## src/rtl/vec_pkg.sv

```systemverilog
// Shared types and defaults for the vector micro-op sequencer.
// Holds the vsew/vlmul encodings, FSM states and the opcode fields that identify config instructions.
package vec_pkg;

  localparam int DEF_XLEN  = 32;
  localparam int DEF_VLEN  = 512;
  localparam int DEF_VLMAX = 512;

  localparam logic [6:0] OPC_VEC = 7'h57;
  localparam logic [2:0] F3_CFG  = 3'b111;

  typedef enum logic [2:0] {
    SEW_8  = 3'b000,
    SEW_16 = 3'b001,
    SEW_32 = 3'b010,
    SEW_64 = 3'b011
  } sew_e;

  typedef enum logic [2:0] {
    LMUL_1   = 3'b000,
    LMUL_2   = 3'b001,
    LMUL_4   = 3'b010,
    LMUL_8   = 3'b011,
    LMUL_RSV = 3'b100,
    LMUL_F8  = 3'b101,
    LMUL_F4  = 3'b110,
    LMUL_F2  = 3'b111
  } lmul_e;

  typedef enum logic [1:0] {
    ST_IDLE  = 2'd0,
    ST_ISSUE = 2'd1,
    ST_DRAIN = 2'd2
  } state_e;

endpackage

```

## src/rtl/vec_uop_seq_if.sv

```systemverilog
// Instruction-in / micro-op-out bundle of the sequencer; slave is the sequencer,
// master is the issue stage plus lane datapath that surround it.
interface vec_uop_seq_if
  import vec_pkg::*;
#(
  parameter int XLEN = DEF_XLEN,
  parameter int VLW  = $clog2(DEF_VLMAX) + 1
);
  logic            inst_valid_i;
  logic            inst_ready_o;
  logic [XLEN-1:0] vec_inst_i;
  logic [VLW-1:0]  vl_i;
  logic [2:0]      sew_i;
  logic [2:0]      lmul_i;
  logic            uop_valid_o;
  logic            uop_ready_i;
  logic [XLEN-1:0] uop_inst_o;
  logic [2:0]      uop_vreg_off_o;
  logic [6:0]      uop_elem_cnt_o;
  logic            uop_first_o;
  logic            uop_last_o;
  logic            uop_done_i;
  logic            inst_done_o;
  logic            busy_o;
  logic            illegal_o;

  modport slave (
    input  inst_valid_i, vec_inst_i, vl_i, sew_i, lmul_i, uop_ready_i, uop_done_i,
    output inst_ready_o, uop_valid_o, uop_inst_o, uop_vreg_off_o, uop_elem_cnt_o,
           uop_first_o, uop_last_o, inst_done_o, busy_o, illegal_o
  );

  modport master (
    output inst_valid_i, vec_inst_i, vl_i, sew_i, lmul_i, uop_ready_i, uop_done_i,
    input  inst_ready_o, uop_valid_o, uop_inst_o, uop_vreg_off_o, uop_elem_cnt_o,
           uop_first_o, uop_last_o, inst_done_o, busy_o, illegal_o
  );

endinterface

```

## src/rtl/vec_elem_calc.sv

```systemverilog
// Combinational split of vl into per-register micro-ops: elements per register, clamped vl,
// micro-op count and the tail count. epr and G are powers of two, so everything reduces to shifts.
module vec_elem_calc
  import vec_pkg::*;
#(
  parameter int VLEN = DEF_VLEN,
  parameter int VLW  = $clog2(DEF_VLMAX) + 1
) (
  input  logic [2:0]     sew,
  input  logic [2:0]     lmul,
  input  logic [VLW-1:0] vl,
  output logic           legal,
  output logic [6:0]     epr,
  output logic [VLW-1:0] vl_eff,
  output logic [3:0]     n_uop,
  output logic [6:0]     last_cnt
);

  localparam int SH8 = $clog2(VLEN) - 3;

  logic [3:0]   esh;
  logic [3:0]   gsh;
  logic [VLW:0] cap;
  logic [VLW:0] rnd;

  always_comb begin
    legal = 1'b1;
    esh   = 4'(SH8);
    case (sew)
      SEW_8:   esh = 4'(SH8);
      SEW_16:  esh = 4'(SH8 - 1);
      SEW_32:  esh = 4'(SH8 - 2);
      default: legal = 1'b0;
    endcase

    // fractional and reserved LMUL still occupy one whole register
    gsh = 4'd0;
    case (lmul)
      LMUL_2:  gsh = 4'd1;
      LMUL_4:  gsh = 4'd2;
      LMUL_8:  gsh = 4'd3;
      default: gsh = 4'd0;
    endcase

    epr      = 7'd1 << esh;
    cap      = (VLW+1)'(1) << (esh + gsh);
    vl_eff   = ({1'b0, vl} < cap) ? vl : cap[VLW-1:0];
    rnd      = {1'b0, vl_eff} + ((VLW+1)'(1) << esh) - (VLW+1)'(1);
    n_uop    = 4'(rnd >> esh);
    last_cnt = 7'(vl_eff - (VLW'(n_uop - 4'd1) << esh));
  end

endmodule

```

## src/rtl/vec_uop_seq.sv

```systemverilog
// Cracks one vector instruction into LMUL-group micro-ops, then waits for all lane completions.
// First micro-op one cycle after acceptance; micro-op fields hold while uop_ready_i is low.
module vec_uop_seq
  import vec_pkg::*;
#(
  parameter int XLEN  = DEF_XLEN,
  parameter int VLEN  = DEF_VLEN,
  parameter int VLMAX = DEF_VLMAX
) (
  input logic          clk,
  input logic          n_rst,
  vec_uop_seq_if.slave bus
);

  localparam int VLW = $clog2(VLMAX) + 1;

  state_e          state_q, state_d;
  logic [XLEN-1:0] inst_q;
  logic [VLW-1:0]  vl_q;
  logic [2:0]      sew_q, lmul_q;
  logic [2:0]      k_q, k_d;
  logic [3:0]      cnt_q, cnt_d;
  logic            done_q, done_d, ill_q, ill_d, init_q;

  logic            idle, accept, uop_hs, done_eff, is_cfg, is_last;
  logic [VLW-1:0]  c_vl, vl_eff;
  logic [2:0]      c_sew, c_lmul;
  logic            legal;
  logic [6:0]      epr, last_cnt;
  logic [3:0]      n_uop;

  // while idle the calculator looks at the offered instruction so the accept cycle can classify it
  assign idle   = (state_q == ST_IDLE);
  assign c_vl   = idle ? bus.vl_i   : vl_q;
  assign c_sew  = idle ? bus.sew_i  : sew_q;
  assign c_lmul = idle ? bus.lmul_i : lmul_q;

  vec_elem_calc #(.VLEN(VLEN), .VLW(VLW)) u_calc (
    .sew      (c_sew),
    .lmul     (c_lmul),
    .vl       (c_vl),
    .legal    (legal),
    .epr      (epr),
    .vl_eff   (vl_eff),
    .n_uop    (n_uop),
    .last_cnt (last_cnt)
  );

  assign bus.inst_ready_o = idle & init_q;
  assign accept   = bus.inst_valid_i & bus.inst_ready_o;
  assign is_cfg   = (bus.vec_inst_i[6:0] == OPC_VEC) && (bus.vec_inst_i[14:12] == F3_CFG);
  assign uop_hs   = bus.uop_valid_o & bus.uop_ready_i;
  assign done_eff = bus.uop_done_i & (cnt_q != 4'd0);
  assign cnt_d    = cnt_q + {3'b000, uop_hs} - {3'b000, done_eff};
  assign is_last  = ({1'b0, k_q} == (n_uop - 4'd1));

  always_comb begin
    state_d = state_q;
    k_d     = k_q;
    done_d  = 1'b0;
    ill_d   = 1'b0;
    case (state_q)
      ST_IDLE: begin
        if (accept) begin
          if (is_cfg)                 done_d = 1'b1;
          else if (!legal)            ill_d  = 1'b1;
          else if (vl_eff == '0)      done_d = 1'b1;
          else begin
            state_d = ST_ISSUE;
            k_d     = 3'd0;
          end
        end
      end
      ST_ISSUE: begin
        if (uop_hs) begin
          if (is_last) state_d = ST_DRAIN;
          else         k_d     = k_q + 3'd1;
        end
      end
      ST_DRAIN: begin
        if (cnt_d == 4'd0) begin
          state_d = ST_IDLE;
          done_d  = 1'b1;
        end
      end
      default: state_d = ST_IDLE;
    endcase
  end

  always_ff @(posedge clk or negedge n_rst) begin
    if (!n_rst) begin
      state_q <= ST_IDLE;
      inst_q  <= '0;
      vl_q    <= '0;
      sew_q   <= '0;
      lmul_q  <= '0;
      k_q     <= '0;
      cnt_q   <= '0;
      done_q  <= 1'b0;
      ill_q   <= 1'b0;
      init_q  <= 1'b0;
    end else begin
      state_q <= state_d;
      k_q     <= k_d;
      cnt_q   <= cnt_d;
      done_q  <= done_d;
      ill_q   <= ill_d;
      init_q  <= 1'b1;
      if (accept) begin
        inst_q <= bus.vec_inst_i;
        vl_q   <= bus.vl_i;
        sew_q  <= bus.sew_i;
        lmul_q <= bus.lmul_i;
      end
    end
  end

  assign bus.uop_valid_o    = (state_q == ST_ISSUE);
  assign bus.uop_inst_o     = inst_q;
  assign bus.uop_vreg_off_o = bus.uop_valid_o ? k_q : 3'd0;
  assign bus.uop_elem_cnt_o = !bus.uop_valid_o ? 7'd0 : (is_last ? last_cnt : epr);
  assign bus.uop_first_o    = bus.uop_valid_o & (k_q == 3'd0);
  assign bus.uop_last_o     = bus.uop_valid_o & is_last;
  assign bus.inst_done_o    = done_q;
  assign bus.illegal_o      = ill_q;
  assign bus.busy_o         = ~idle;

endmodule

```

## src/flat_wrapper.sv

```systemverilog
// flat-port wrapper written by rule: the top's interface ports become plain ports
module vec_uop_seq_flat import vec_pkg::*;
#(
  parameter int XLEN  = DEF_XLEN,
  parameter int VLEN  = DEF_VLEN,
  parameter int VLMAX = DEF_VLMAX
)
  (clk, n_rst, bus_inst_valid_i, bus_vec_inst_i, bus_vl_i, bus_sew_i, bus_lmul_i, bus_uop_ready_i, bus_uop_done_i, bus_inst_ready_o, bus_uop_valid_o, bus_uop_inst_o, bus_uop_vreg_off_o, bus_uop_elem_cnt_o, bus_uop_first_o, bus_uop_last_o, bus_inst_done_o, bus_busy_o, bus_illegal_o);
  vec_uop_seq_if #(.XLEN(XLEN), .VLW(10)) bus_i ();
  input logic clk;
  input logic n_rst;
  input wire logic [$bits(bus_i.inst_valid_i)-1:0] bus_inst_valid_i;
  input wire logic [$bits(bus_i.vec_inst_i)-1:0] bus_vec_inst_i;
  input wire logic [$bits(bus_i.vl_i)-1:0] bus_vl_i;
  input wire logic [$bits(bus_i.sew_i)-1:0] bus_sew_i;
  input wire logic [$bits(bus_i.lmul_i)-1:0] bus_lmul_i;
  input wire logic [$bits(bus_i.uop_ready_i)-1:0] bus_uop_ready_i;
  input wire logic [$bits(bus_i.uop_done_i)-1:0] bus_uop_done_i;
  output wire logic [$bits(bus_i.inst_ready_o)-1:0] bus_inst_ready_o;
  output wire logic [$bits(bus_i.uop_valid_o)-1:0] bus_uop_valid_o;
  output wire logic [$bits(bus_i.uop_inst_o)-1:0] bus_uop_inst_o;
  output wire logic [$bits(bus_i.uop_vreg_off_o)-1:0] bus_uop_vreg_off_o;
  output wire logic [$bits(bus_i.uop_elem_cnt_o)-1:0] bus_uop_elem_cnt_o;
  output wire logic [$bits(bus_i.uop_first_o)-1:0] bus_uop_first_o;
  output wire logic [$bits(bus_i.uop_last_o)-1:0] bus_uop_last_o;
  output wire logic [$bits(bus_i.inst_done_o)-1:0] bus_inst_done_o;
  output wire logic [$bits(bus_i.busy_o)-1:0] bus_busy_o;
  output wire logic [$bits(bus_i.illegal_o)-1:0] bus_illegal_o;
  assign bus_i.inst_valid_i = bus_inst_valid_i;
  assign bus_i.vec_inst_i = bus_vec_inst_i;
  assign bus_i.vl_i = bus_vl_i;
  assign bus_i.sew_i = bus_sew_i;
  assign bus_i.lmul_i = bus_lmul_i;
  assign bus_i.uop_ready_i = bus_uop_ready_i;
  assign bus_i.uop_done_i = bus_uop_done_i;
  assign bus_inst_ready_o = bus_i.inst_ready_o;
  assign bus_uop_valid_o = bus_i.uop_valid_o;
  assign bus_uop_inst_o = bus_i.uop_inst_o;
  assign bus_uop_vreg_off_o = bus_i.uop_vreg_off_o;
  assign bus_uop_elem_cnt_o = bus_i.uop_elem_cnt_o;
  assign bus_uop_first_o = bus_i.uop_first_o;
  assign bus_uop_last_o = bus_i.uop_last_o;
  assign bus_inst_done_o = bus_i.inst_done_o;
  assign bus_busy_o = bus_i.busy_o;
  assign bus_illegal_o = bus_i.illegal_o;
  vec_uop_seq #(.XLEN(XLEN), .VLEN(VLEN), .VLMAX(VLMAX)) u_core (.clk(clk), .n_rst(n_rst), .bus(bus_i));
endmodule
```

## config.mk

```make
export PLATFORM = sky130hd
export DESIGN_NAME = vec_uop_seq_flat
export DESIGN_NICKNAME = d
export VERILOG_FILES = /design/src/rtl/vec_pkg.sv /design/src/rtl/vec_uop_seq_if.sv /design/src/rtl/vec_elem_calc.sv /design/src/rtl/vec_uop_seq.sv /design/src/flat_wrapper.sv
export SDC_FILE = /design/constraint.sdc
export NUM_CORES = 1
export LEC_CHECK = 0
export CORE_MARGIN = 2
export CORE_UTILIZATION = 45
export DETAILED_ROUTE_END_ITERATION = 6
export GPL_ROUTABILITY_DRIVEN = 0
export PLACE_DENSITY_LB_ADDON = 0.2
export SETUP_SLACK_MARGIN = 0.1
export SYNTH_ARGS = -nofsm -noshare
export SYNTH_HDL_FRONTEND = slang
export SYNTH_HIERARCHICAL = 1
export SYNTH_SLANG_ARGS = --single-unit
export TNS_END_PERCENT = 50
```

## constraint.sdc

```tcl
create_clock -name clk -period 12.7 [get_ports clk]
set_input_delay 1.905 -clock clk [delete_from_list [all_inputs] [get_ports clk]]
set_output_delay 1.905 -clock clk [all_outputs]
set_load 0.1 [all_outputs]
```

==> impl_metrics.ini, run 1 <==
[run_status]
status = completed

[floorplanning]
die-width_um = 98.4
die_area_sq_mm = 0.00969
coreArea_sq_mm = 0.00868
start_util = 0.462
rows = 34
die_h_um = 98.4
io_pins = 102

[worst_setup_path]
slowest_delay_ps = 550
crit_fanout = 16
cp.arrival_ps = 9840
cp_data_required_time_ps = 10800
crit_type = in -> out
path_common_cell = ha_1
slowest_stage = or3b_2
start_kind = primary input
end_kind = output pin

[clock_tree]
clock_path_buffers = 2
post_cts_buffers = 0
htree_levels = 3
clockRootBuffer = clkbuf_8
cts_tree = done
cts-buffers-inserted = 9
cts-resized-gates = 0
hold_buffers = 0
clock-sinks = 60
clock_latency_ps = 340
clk_pin_slew_worst_paths_ps = 70

[timing]
final_max_slew_viol_count = 0
setup_violations = 0
max_freq_mhz = 85.1
fin_crit_sh = 0.925
setup_tns_ps = 0
min_period_ps = 11750
finalClockSkew_ps = 7.03
worstMarginPinSlew_ps = 1150
slew-limit-headroom = 0.235
finalHoldViolCount = 0
rsz0062_at_grt = no

[global_route]
grt_max_degree = 61
grt_pass1_vias = 3117
grt_pass1_wl_um = 14400
grt_overflow = 0
antenna_found_initial = 0
grt_usage = 0.184

[layout]
layout-drive-gt1-share = 0.219
area_growth_pct = 33.0
nets = 566
final_area_sq_mm = 0.00533
antenna_cells = 0

[yosys]
synth_cells = 381
yosysSeqAreaShare = 0.374
post_synth_num_cell_types = 63
synth_top_area_frac = 0.374
synth_top_area_cell = dfrtp_1
yosysWarnings = 6
synth_area_sq_mm = 0.00401
ys.flop_type = dfrtp_1
synth_edf_count = 0
async_flop_share = 1.00
ys_ff_latch = 60
synthTopCellsByArea = dfrtp_1 37%, mux2_2 18%, ha_1 9.7%
synthTopCellsByCount = 64 x mux2_2, 60 x dfrtp_1, 41 x inv_1
syn_area_per_cell_sq_um = 10.5
synth_most_common_cell = mux2_2

[drt]
post-route-drc-count = 0
viasPerCell = 5.16
wl_um = 8650
vias = 3061
wl_per_cell_um = 14.6
drtPass1Iterations = 4
drtIter0Drc = 114
antenna_left = 0

[run]
cap_violations = 0

[min_path]
min_path_type = reg -> reg

[place]
dp_hpwl_um = 6600
portBuffers = 101
placedInstanceArea_sq_mm = 0.00506
-- cell families (layout without fill, tap and decap cells) --
kind of cell,Yosys count,after routing,synth area share
and+or+nand+nor,82,82,0.112
muxes,73,73,0.203
buffers and inverters,61,161,0.0689
DFF,60,60,0.374
AOI/OAI and AO/OA,56,56,0.102
adders and majority gates,33,33,0.107
xor gates and xnor gates,13,13,0.0303
other,3,7,0.00281
-- worst max-delay path: cells and delay by family --
family	cells	cell delay, ps
compound gates	11	2250
xor+xnor	3	460
fa+ha+maj	7	2190
buf+inv	5	980
mux	2	390
simple gates	6	1650
-- cells in the final DEF (no fill, tap or decap), drive strengths merged, types with 3 or more instances in the layout --
cell           instances
conb                   7
dfrtp                 60
o32ai                  3
o21a                   7
nor2                  22
xor2                   5
and2                   6
nand3                  3
nand3b                 5
o21ai                  7
nand2                 18
a21o                   3
buf                   12
inv                   42
xnor2                  8
clkdlybuf4s50         92
nor3b                  3
nand2b                 4
clkbuf                 9
ha                    31
mux2i                  8
a21oi                 15
nor2b                  4
bufinv                 4
mux2                  65
-- layer usage --
| metal | up-vias | wire length, um | global-route usage |
|---|---|---|---|
| met1 | 1450 | 4020 | 0.240 |
| li1 | 1519 | - | - |
| met2 | 83 | 3890 | 0.286 |
| met4 | 0 | 113 | 0.0695 |
| met5 | - | 0 | 0 |
| met3 | 9 | 628 | 0.0610 |
-- stage by stage --
step                 util  hold slack, ps  instances  worst slack (ps)
floorplan               -             477        385               948
global placement    0.583             485        577              1250
detailed placement  0.583             493        577              1010
CTS                 0.615             509        593               958
global route        0.615             518        593               462
finish              0.615             502        593               953
-- final cells by class --
type | count | area [sq um]
clock buffer | 9 | 124
timing repair buffer | 104 | 1010
fill | 755 | 3340
multi-input combinational | 264 | 2260
tap | 108 | 135
inverter | 41 | 154
clock inverter | 7 | 148
sequential | 60 | 1500
-- worst paths after layout --
kind                                        start               endpoint  slack, ps  cells after the start
worst max-delay path                 bus_sew_i[1]  bus_uop_elem_cnt_o[6]        950                     34
worst min-delay path               u_core/vl_q[8]         u_core/vl_q[8]        500                      1
worst max register to register  u_core/state_q[0]          u_core/k_q[2]       4220                     31
worst min register to register     u_core/vl_q[8]         u_core/vl_q[8]        500                      1
max in group asynchronous                   n_rst         u_core/vl_q[6]      10470                      2
min in group asynchronous                   n_rst        u_core/cnt_q[2]       1710                      2
-- registers in the layout (all words and copies together), names as in the netlist --
signal	count
u_core/k_q	3
u_core/bus.inst_done_o	1
u_core/state_q	2
u_core/cnt_q	4
u_core/bus.uop_inst_o	32
u_core/vl_q	10
u_core/sew_q	3
u_core/bus.illegal_o	1
u_core/lmul_q	3
u_core/init_q	1
Power of run 1 is left out: the tool's default activity adds up to more than one toggle a clock period on the data nets, which glitch-free logic cannot reach.
==> run 2, diff against run 1 <==
--- a/config.mk
+++ b/config.mk
@@ -9,7 +9,7 @@
 export CORE_UTILIZATION = 45
 export DETAILED_ROUTE_END_ITERATION = 6
 export GPL_ROUTABILITY_DRIVEN = 0
-export PLACE_DENSITY_LB_ADDON = 0.2
+export PLACE_DENSITY = 0.74
 export SETUP_SLACK_MARGIN = 0.1
 export SYNTH_ARGS = -nofsm -noshare
 export SYNTH_HDL_FRONTEND = slang
==> run 2 against run 1 <==
Effect of this change:
- utilization fell by 0.26 points
- clock skew rose by 1.5 ps
- non-clock buffer count did not move
- die area did not move
- worst setup slack improved by 15 ps
==> impl_metrics.ini, run 2 (synthesized netlist as in run 1, its figures left out) <==
[timing]
finalClockSkew_ps = 8.55
min_period_ps = 11730
finalHoldViolCount = 0
rsz0062_at_grt = no
setup_violations = 0
setup_tns_ps = 0
fin_crit_sh = 0.924
slew-limit-headroom = 0.325
max_freq_mhz = 85.2
final_max_slew_viol_count = 0
worstMarginPinSlew_ps = 1010

[floorplanning]
start_util = 0.462
rows = 34
die-width_um = 98.4
die_h_um = 98.4
coreArea_sq_mm = 0.00868
die_area_sq_mm = 0.00969
io_pins = 102

[worst_setup_path]
crit_buf_inv = 5
start_kind = primary input
slowest_delay_ps = 560
path_delay_family = compound AO/OA/AOI/OAI gates
path_common_cell = ha_1
crit_type = in -> out
slowest_stage = or3b_2
worst-path-stages = 34
cp.arrival_ps = 9830
crit_fanout = 16
end_kind = output pin
cp_data_required_time_ps = 10800
reg2reg_depth = 31

[run]
cap_violations = 0

[drt]
wl_met1_um = 3840
antenna_left = 0
wl_per_cell_um = 15.3
wl_um = 9060
vias = 3118
dr_wl_met2_um = 4230
viasPerCell = 5.26
drtPass1Iterations = 4
top_layer = met4
post-route-drc-count = 0
wl_met3_um = 852
drtIter0Drc = 135

[layout]
layout_common_cells = 92 x clkdlybuf4s50_1, 64 x mux2_2, 60 x dfrtp_1
final_common_cell = clkdlybuf4s50_1
layout-drive-gt1-share = 0.219
nets = 566
fillCellCount = 753
antenna_cells = 0
multi_input_area_sq_mm = 0.00226
seq_area_sq_mm = 0.00150
largest_reg_flops = 32
area_growth_pct = 32.4

[run_status]
status = completed

[min_path]
min_path_cells = 1
min_path_type = reg -> reg

[clock_tree]
clock-sinks = 60
cts-buffers-inserted = 9
cts_tree = done
clock_path_buffers = 2
hold_buffers = 0
clockRootBuffer = clkbuf_8
clk_pin_slew_worst_paths_ps = 60
post_cts_buffers = 0
htree_levels = 3
clock_latency_ps = 340
cts-resized-gates = 0

[global_route]
grt_max_degree = 61
grt_overflow = 0
grt_pass1_vias = 3291
grt_usage = 0.195
grt_pass1_wl_um = 15300
antenna_found_initial = 0

[place]
dp_hpwl_um = 6950
portBuffers = 101
run 2: final timing paths:
kind,start,to,slack [ps]
worst min register to register,u_core/bus.uop_inst_o[17],u_core/bus.uop_inst_o[17],510
min in group asynchronous,n_rst,u_core/bus.uop_inst_o[21],1730
worst max-delay path,bus_sew_i[1],bus_uop_elem_cnt_o[6],970
max in group asynchronous,n_rst,u_core/cnt_q[1],10460
worst max register to register,u_core/state_q[0],u_core/k_q[2],4100
worst min-delay path,u_core/bus.uop_inst_o[17],u_core/bus.uop_inst_o[17],510
run 2: layout make-up:
type | instances | share of cell area
repair buffers | 104 | 0.190
well taps | 108 | 0.0254
clock buffers | 10 | 0.0259
flip-flops and latches | 60 | 0.283
clock inverters | 6 | 0.0210
multi-input cells | 264 | 0.426
inverters | 41 | 0.0290
run 2: worst register-to-register path: cells and delay by family, from the launching register on:
kind | cells | cell delay (ps)
AO/OA/AOI/OAI | 10 | 2260
XOR/XNOR | 2 | 320
adder cells (fa/ha/maj) | 6 | 1830
buffers and inverters | 5 | 650
flip-flops | 1 | 490
multiplexers | 1 | 420
AND/OR/NAND/NOR | 7 | 2550
run 2: routing by layer:
| metal | GRT usage | vias up |
|---|---|---|
| met1 | 0.235 | 1495 |
| met5 | 0 | - |
| met3 | 0.0901 | 10 |
| met4 | 0.0580 | 0 |
| li1 | - | 1512 |
| met2 | 0.313 | 101 |
run 2: per-stage QoR:
step | cell area, sq um | util | std cells | hold slack [ps] | setup WS [ps]
2_1_floorplan | 4030 | - | 385 | 477 | 948
3_3_place_gp | 5060 | 0.583 | 577 | 485 | 1210
3_5_place_dp | 5060 | 0.583 | 577 | 493 | 1060
4_1_cts | 5310 | 0.612 | 593 | 511 | 1020
5_1_grt | 5310 | 0.612 | 593 | 520 | 526
6_report | 5310 | 0.612 | 593 | 506 | 968
Power of run 2 is left out for the same reason.
==> run 3, diff against run 2 <==
==> constraint.sdc (replaced) <==
create_clock -name clk -period 14.2 [get_ports clk]
set_input_delay 2.13 -clock clk [delete_from_list [all_inputs] [get_ports clk]]
set_output_delay 2.13 -clock clk [all_outputs]
set_load 0.1 [all_outputs]
==> run 3 against run 2 <==
Effect of this change:
- routed wire length grew 0.51%
- hold slack got worse by 1.9 ps
- flip-flop and latch count unchanged
- sequential share of layout area shrank 0.11 points
- cell count is the same
- critical path type unchanged
==> impl_metrics.ini, run 3 (synthesized netlist as in run 1, its figures left out) <==
[run_status]
status = completed

[global_route]
grt_max_degree = 61
grt_overflow = 0
grt_usage = 0.192
grt_pass1_vias = 3216
antenna_found_initial = 0
grt_pass1_wl_um = 15000

[worst_setup_path]
crit_type = in -> out
crit_buf_inv = 5
cp.arrival_ps = 10900
cp_data_required_time_ps = 12070
end_kind = output pin
slowest_stage = clkdlybuf4s50_1
slowest_delay_ps = 1140
path_delay_family = adder cells
start_kind = primary input
path_common_cell = ha_1
crit_fanout = 16

[floorplanning]
start_util = 0.462
die-width_um = 98.4
coreArea_sq_mm = 0.00868
die_h_um = 98.4
io_pins = 102
die_area_sq_mm = 0.00969
rows = 34

[timing]
finalClockSkew_ps = 11.2
min_period_ps = 13030
finalHoldViolCount = 0
worstMarginPinSlew_ps = 1010
max_freq_mhz = 76.7
final_max_slew_viol_count = 0
slew-limit-headroom = 0.322
fin_crit_sh = 0.918
rsz0062_at_grt = no
setup_tns_ps = 0
setup_violations = 0

[drt]
wl_per_cell_um = 15.4
post-route-drc-count = 0
antenna_left = 0
viasPerCell = 5.24
drtIter0Drc = 136
wl_um = 9110
drtPass1Iterations = 4
vias = 3106

[run]
cap_violations = 0

[place]
dp_hpwl_um = 6950
portBuffers = 101

[layout]
fillCellCount = 709
nets = 566
largest_reg_flops = 32
area_growth_pct = 32.9
seq_area_sq_mm = 0.00150
layout-drive-gt1-share = 0.202
multi_input_area_sq_mm = 0.00226
final_common_cell = clkdlybuf4s50_1
layout_common_cells = 100 x clkdlybuf4s50_1, 64 x mux2_2, 60 x dfrtp_1
antenna_cells = 0

[clock_tree]
htree_levels = 3
post_cts_buffers = 0
clockRootBuffer = clkbuf_8
clock_path_buffers = 2
hold_buffers = 0
cts-buffers-inserted = 9
clock_latency_ps = 340
clock-sinks = 60
clk_pin_slew_worst_paths_ps = 70
cts_tree = done
cts-resized-gates = 0

[min_path]
min_path_type = reg -> reg
run 3: cell count changes in the layout (fill, tap and decap cells not counted), sizes merged:
cell,previous run,this run
buf,12,4
clkdlybuf4s50,92,100
run 3: final timing paths:
path                                           start                   endpoint  slack, ps  cells after the start
max                                     bus_sew_i[1]      bus_uop_elem_cnt_o[6]       1170                     34
min                        u_core/bus.uop_inst_o[28]  u_core/bus.uop_inst_o[28]        500                      1
max reg2reg                        u_core/state_q[0]              u_core/k_q[1]       5610                     31
min reg2reg                u_core/bus.uop_inst_o[28]  u_core/bus.uop_inst_o[28]        500                      1
max in group asynchronous                      n_rst            u_core/cnt_q[0]      11740                      2
min in group asynchronous                      n_rst  u_core/bus.uop_inst_o[21]       1940                      2
run 3: worst reg2reg max path: cells and delay by family, from the launching register on:
kind	cells	cell delay, ps
multiplexers	2	700
AND/OR/NAND/NOR	7	2520
adder cells (fa/ha/maj)	6	1840
buffers and inverters	5	670
AO/OA/AOI/OAI	9	1950
XOR/XNOR	2	320
flip-flops	1	500
run 3: per-layer routing:
layer  vias to the layer above  track usage  part of all wire
met4                         0       0.0485            0.0093
met3                         6       0.0851             0.099
met2                       105        0.313              0.47
met5                         -            0                 0
met1                      1478        0.234              0.42
li1                       1517            -                 -
run 3: final cells by class:
| cell class | count | share of cell area |
|---|---|---|
| inverter | 41 | 0.0289 |
| multi-input combinational | 264 | 0.425 |
| timing repair buffer | 104 | 0.193 |
| sequential | 60 | 0.282 |
| clock buffer | 10 | 0.0258 |
| clock inverter | 6 | 0.0209 |
| tap | 108 | 0.0253 |
run 3: through the flow:
step                      utilization  std cells  hold slack (ps)  instance area (sq um)  setup WS, ps
final                           0.614        593              504                   5330          1170
after detailed placement        0.586        577              492                   5080          1220
after CTS                       0.614        593              509                   5330          1190
after global routing            0.614        593              521                   5330           658
after global placement          0.586        577              485                   5080          1420
after floorplan                     -        385              477                   4030          2000
Power of run 3 is left out for the same reason.
==> RTL edit: new RTL, flow settings as in run 2 <==
Register the output `bus.uop_elem_cnt_o`, without a reset; this adds one clock of latency there.
--- a/src/rtl/vec_uop_seq.sv
+++ b/src/rtl/vec_uop_seq.sv
@@ -119,5 +119,7 @@
   assign bus.uop_inst_o     = inst_q;
   assign bus.uop_vreg_off_o = bus.uop_valid_o ? k_q : 3'd0;
-  assign bus.uop_elem_cnt_o = !bus.uop_valid_o ? 7'd0 : (is_last ? last_cnt : epr);
+  always_ff @(posedge clk) begin
+    bus.uop_elem_cnt_o <= !bus.uop_valid_o ? 7'd0 : (is_last ? last_cnt : epr);
+  end
   assign bus.uop_first_o    = bus.uop_valid_o & (k_q == 3'd0);
   assign bus.uop_last_o     = bus.uop_valid_o & is_last;
Check against the original RTL: not equivalent (a bounded check fails within 4 cycles, from zero or initial values and one cycle with n_rst low).
==> RTL edit against run 2 <==
Synthesized cell count up 3.1%. Design area rose by 2.9%. First-iteration DRC count down 5.2%. Sequential share of layout area up 1.8 points. Sequential cell count increased by 7. Via count increased by 2.9%. Routed wire length grew 1.0%. Critical path depth fell by 4. Worst setup slack improved by 0.40 ns. Area after synthesis is 4.3% higher.
Power is not shown: default switching activity piles up to over one toggle a cycle in this logic, so the estimate is an artifact.
==> RTL edit: results (changes against run 2) <==
status=finished, final reports clean; WHS Endpoint=u_core/bus.uop_inst_o[16]$_DFFE_PN0P_; reg-to-reg critical path endpoint=u_core/bus.uop_elem_cnt_o[6]$_SDFF_PP0_; initial antenna violation count=0 (unchanged); Crit path arrival time=9.42 ns (-0.41 ns); worst hold start=u_core/bus.uop_inst_o[16]$_DFFE_PN0P_; Area contributors post-synth=dfrtp_1 (36%), mux2_2 (16%), ha_1 (9.3%), inv_1 (3.5%), dfxtp_1 (3.4%); post-DP HPWL=7030 um (+1.1%); worst clock skew=0.00763 ns (-0.000922 ns); vias in the first global route=3243 (-1.5%); max reg flops=32 (unchanged); Vias/cell=5.27 (+0.32%); fraction of layout cells with a size suffix above 1=0.197 (-0.0214); Nets=578 (+2.1%); first-pass GRT wire length=15300 um (+0.45%); syn_area_per_cell=10.6 um2 (+1.1%); Period minus WS final=11.33 ns (-0.404 ns); Post-synth ARST share=0.896 (-0.104); IO Port Bufs=101 (unchanged); fillers=767 (+1.9%); clk slew on worst S/H paths=0.08 ns (+0.02 ns); Cells after DPL=592 (+2.6%); wl on met1=4010 um (+4.2%); post-route insts no fill=608 (+2.5%); met2 wire length=4500 um (+6.4%); wire per inst=15.1 um (-1.5%); DR iter-0 viols=128 (-5.2%); top cells by count, synth=dfrtp_1 (60), mux2_2 (60), inv_1 (39); Max-slew headroom=0.329 (+0.00405); Worst R2R Setup Slack=3.88 ns (-0.22 ns); Met3 Routed Length=517 um (-39%); Yosys cell types=68 (+7.9%); Min-Delay Path Depth=1 (unchanged); Reg2Reg Depth=33 (+6.5%); Num CTS Buffers=9 (unchanged); register area share after synthesis=0.392 (+0.0182); Post-synth EDFFs=0 (unchanged); total track usage=0.193 (-0.00120)
[RTL edit: cells by family after synthesis]
kind of cell	synth area share
adder cells (fa/ha/maj)	0.102
AND/OR/NAND/NOR	0.117
multiplexers	0.191
XOR/XNOR	0.0290
flip-flops	0.392
other	0.00269
AO/OA/AOI/OAI	0.0975
buffers and inverters	0.0679
[RTL edit: how the worst max path moves through the flow]
stage                       from        endpoint  slack (ns)  cells after the start
floorplan           bus_sew_i[1]  bus_uop_last_o        1.29                     31
global placement    bus_sew_i[1]  bus_uop_last_o        1.60                     30
detailed placement  bus_sew_i[1]  bus_uop_last_o        1.40                     30
CTS                 bus_sew_i[1]  bus_uop_last_o        1.38                     30
global route        bus_sew_i[1]  bus_uop_last_o        0.88                     30
finish              bus_sew_i[1]  bus_uop_last_o        1.37                     30
[RTL edit: layout make-up]
cell class | instances | area, um2 | share of cell area
clock inverters | 7 | 100 | 0.0183
flip-flops and latches | 67 | 1640 | 0.300
repair buffers | 104 | 1030 | 0.188
multi-input cells | 270 | 2290 | 0.418
clock buffers | 9 | 124 | 0.0227
well taps | 111 | 139 | 0.0254
inverters | 40 | 150 | 0.0275
[RTL edit: through the flow]
step	setup WS, ns	utilization	hold slack (ns)	area (um2)
2_1_floorplan	1.29	-	0.477	4200
5_1_grt	0.878	0.600	0.508	5470
4_1_cts	1.38	0.600	0.498	5470
3_3_place_gp	1.60	0.576	0.469	5240
3_5_place_dp	1.40	0.576	0.478	5240
6_report	1.37	0.600	0.497	5470
[RTL edit: metal layers]
layer  GRT usage  vias to the layer above
li1            -                     1558
met5           0                        -
met3      0.0425                       10
met4      0.0622                        0
met1       0.238                     1548
met2       0.337                       91
[RTL edit: worst max-delay path, delay by kind of cell]
kind,cells,cell delay [ns]
buffers and inverters,6,1.04
adders and majority gates,6,1.79
muxes,1,0.34
xor gates and xnor gates,2,0.43
and+or+nand+nor,6,1.94
AOI/OAI and AO/OA,9,1.97
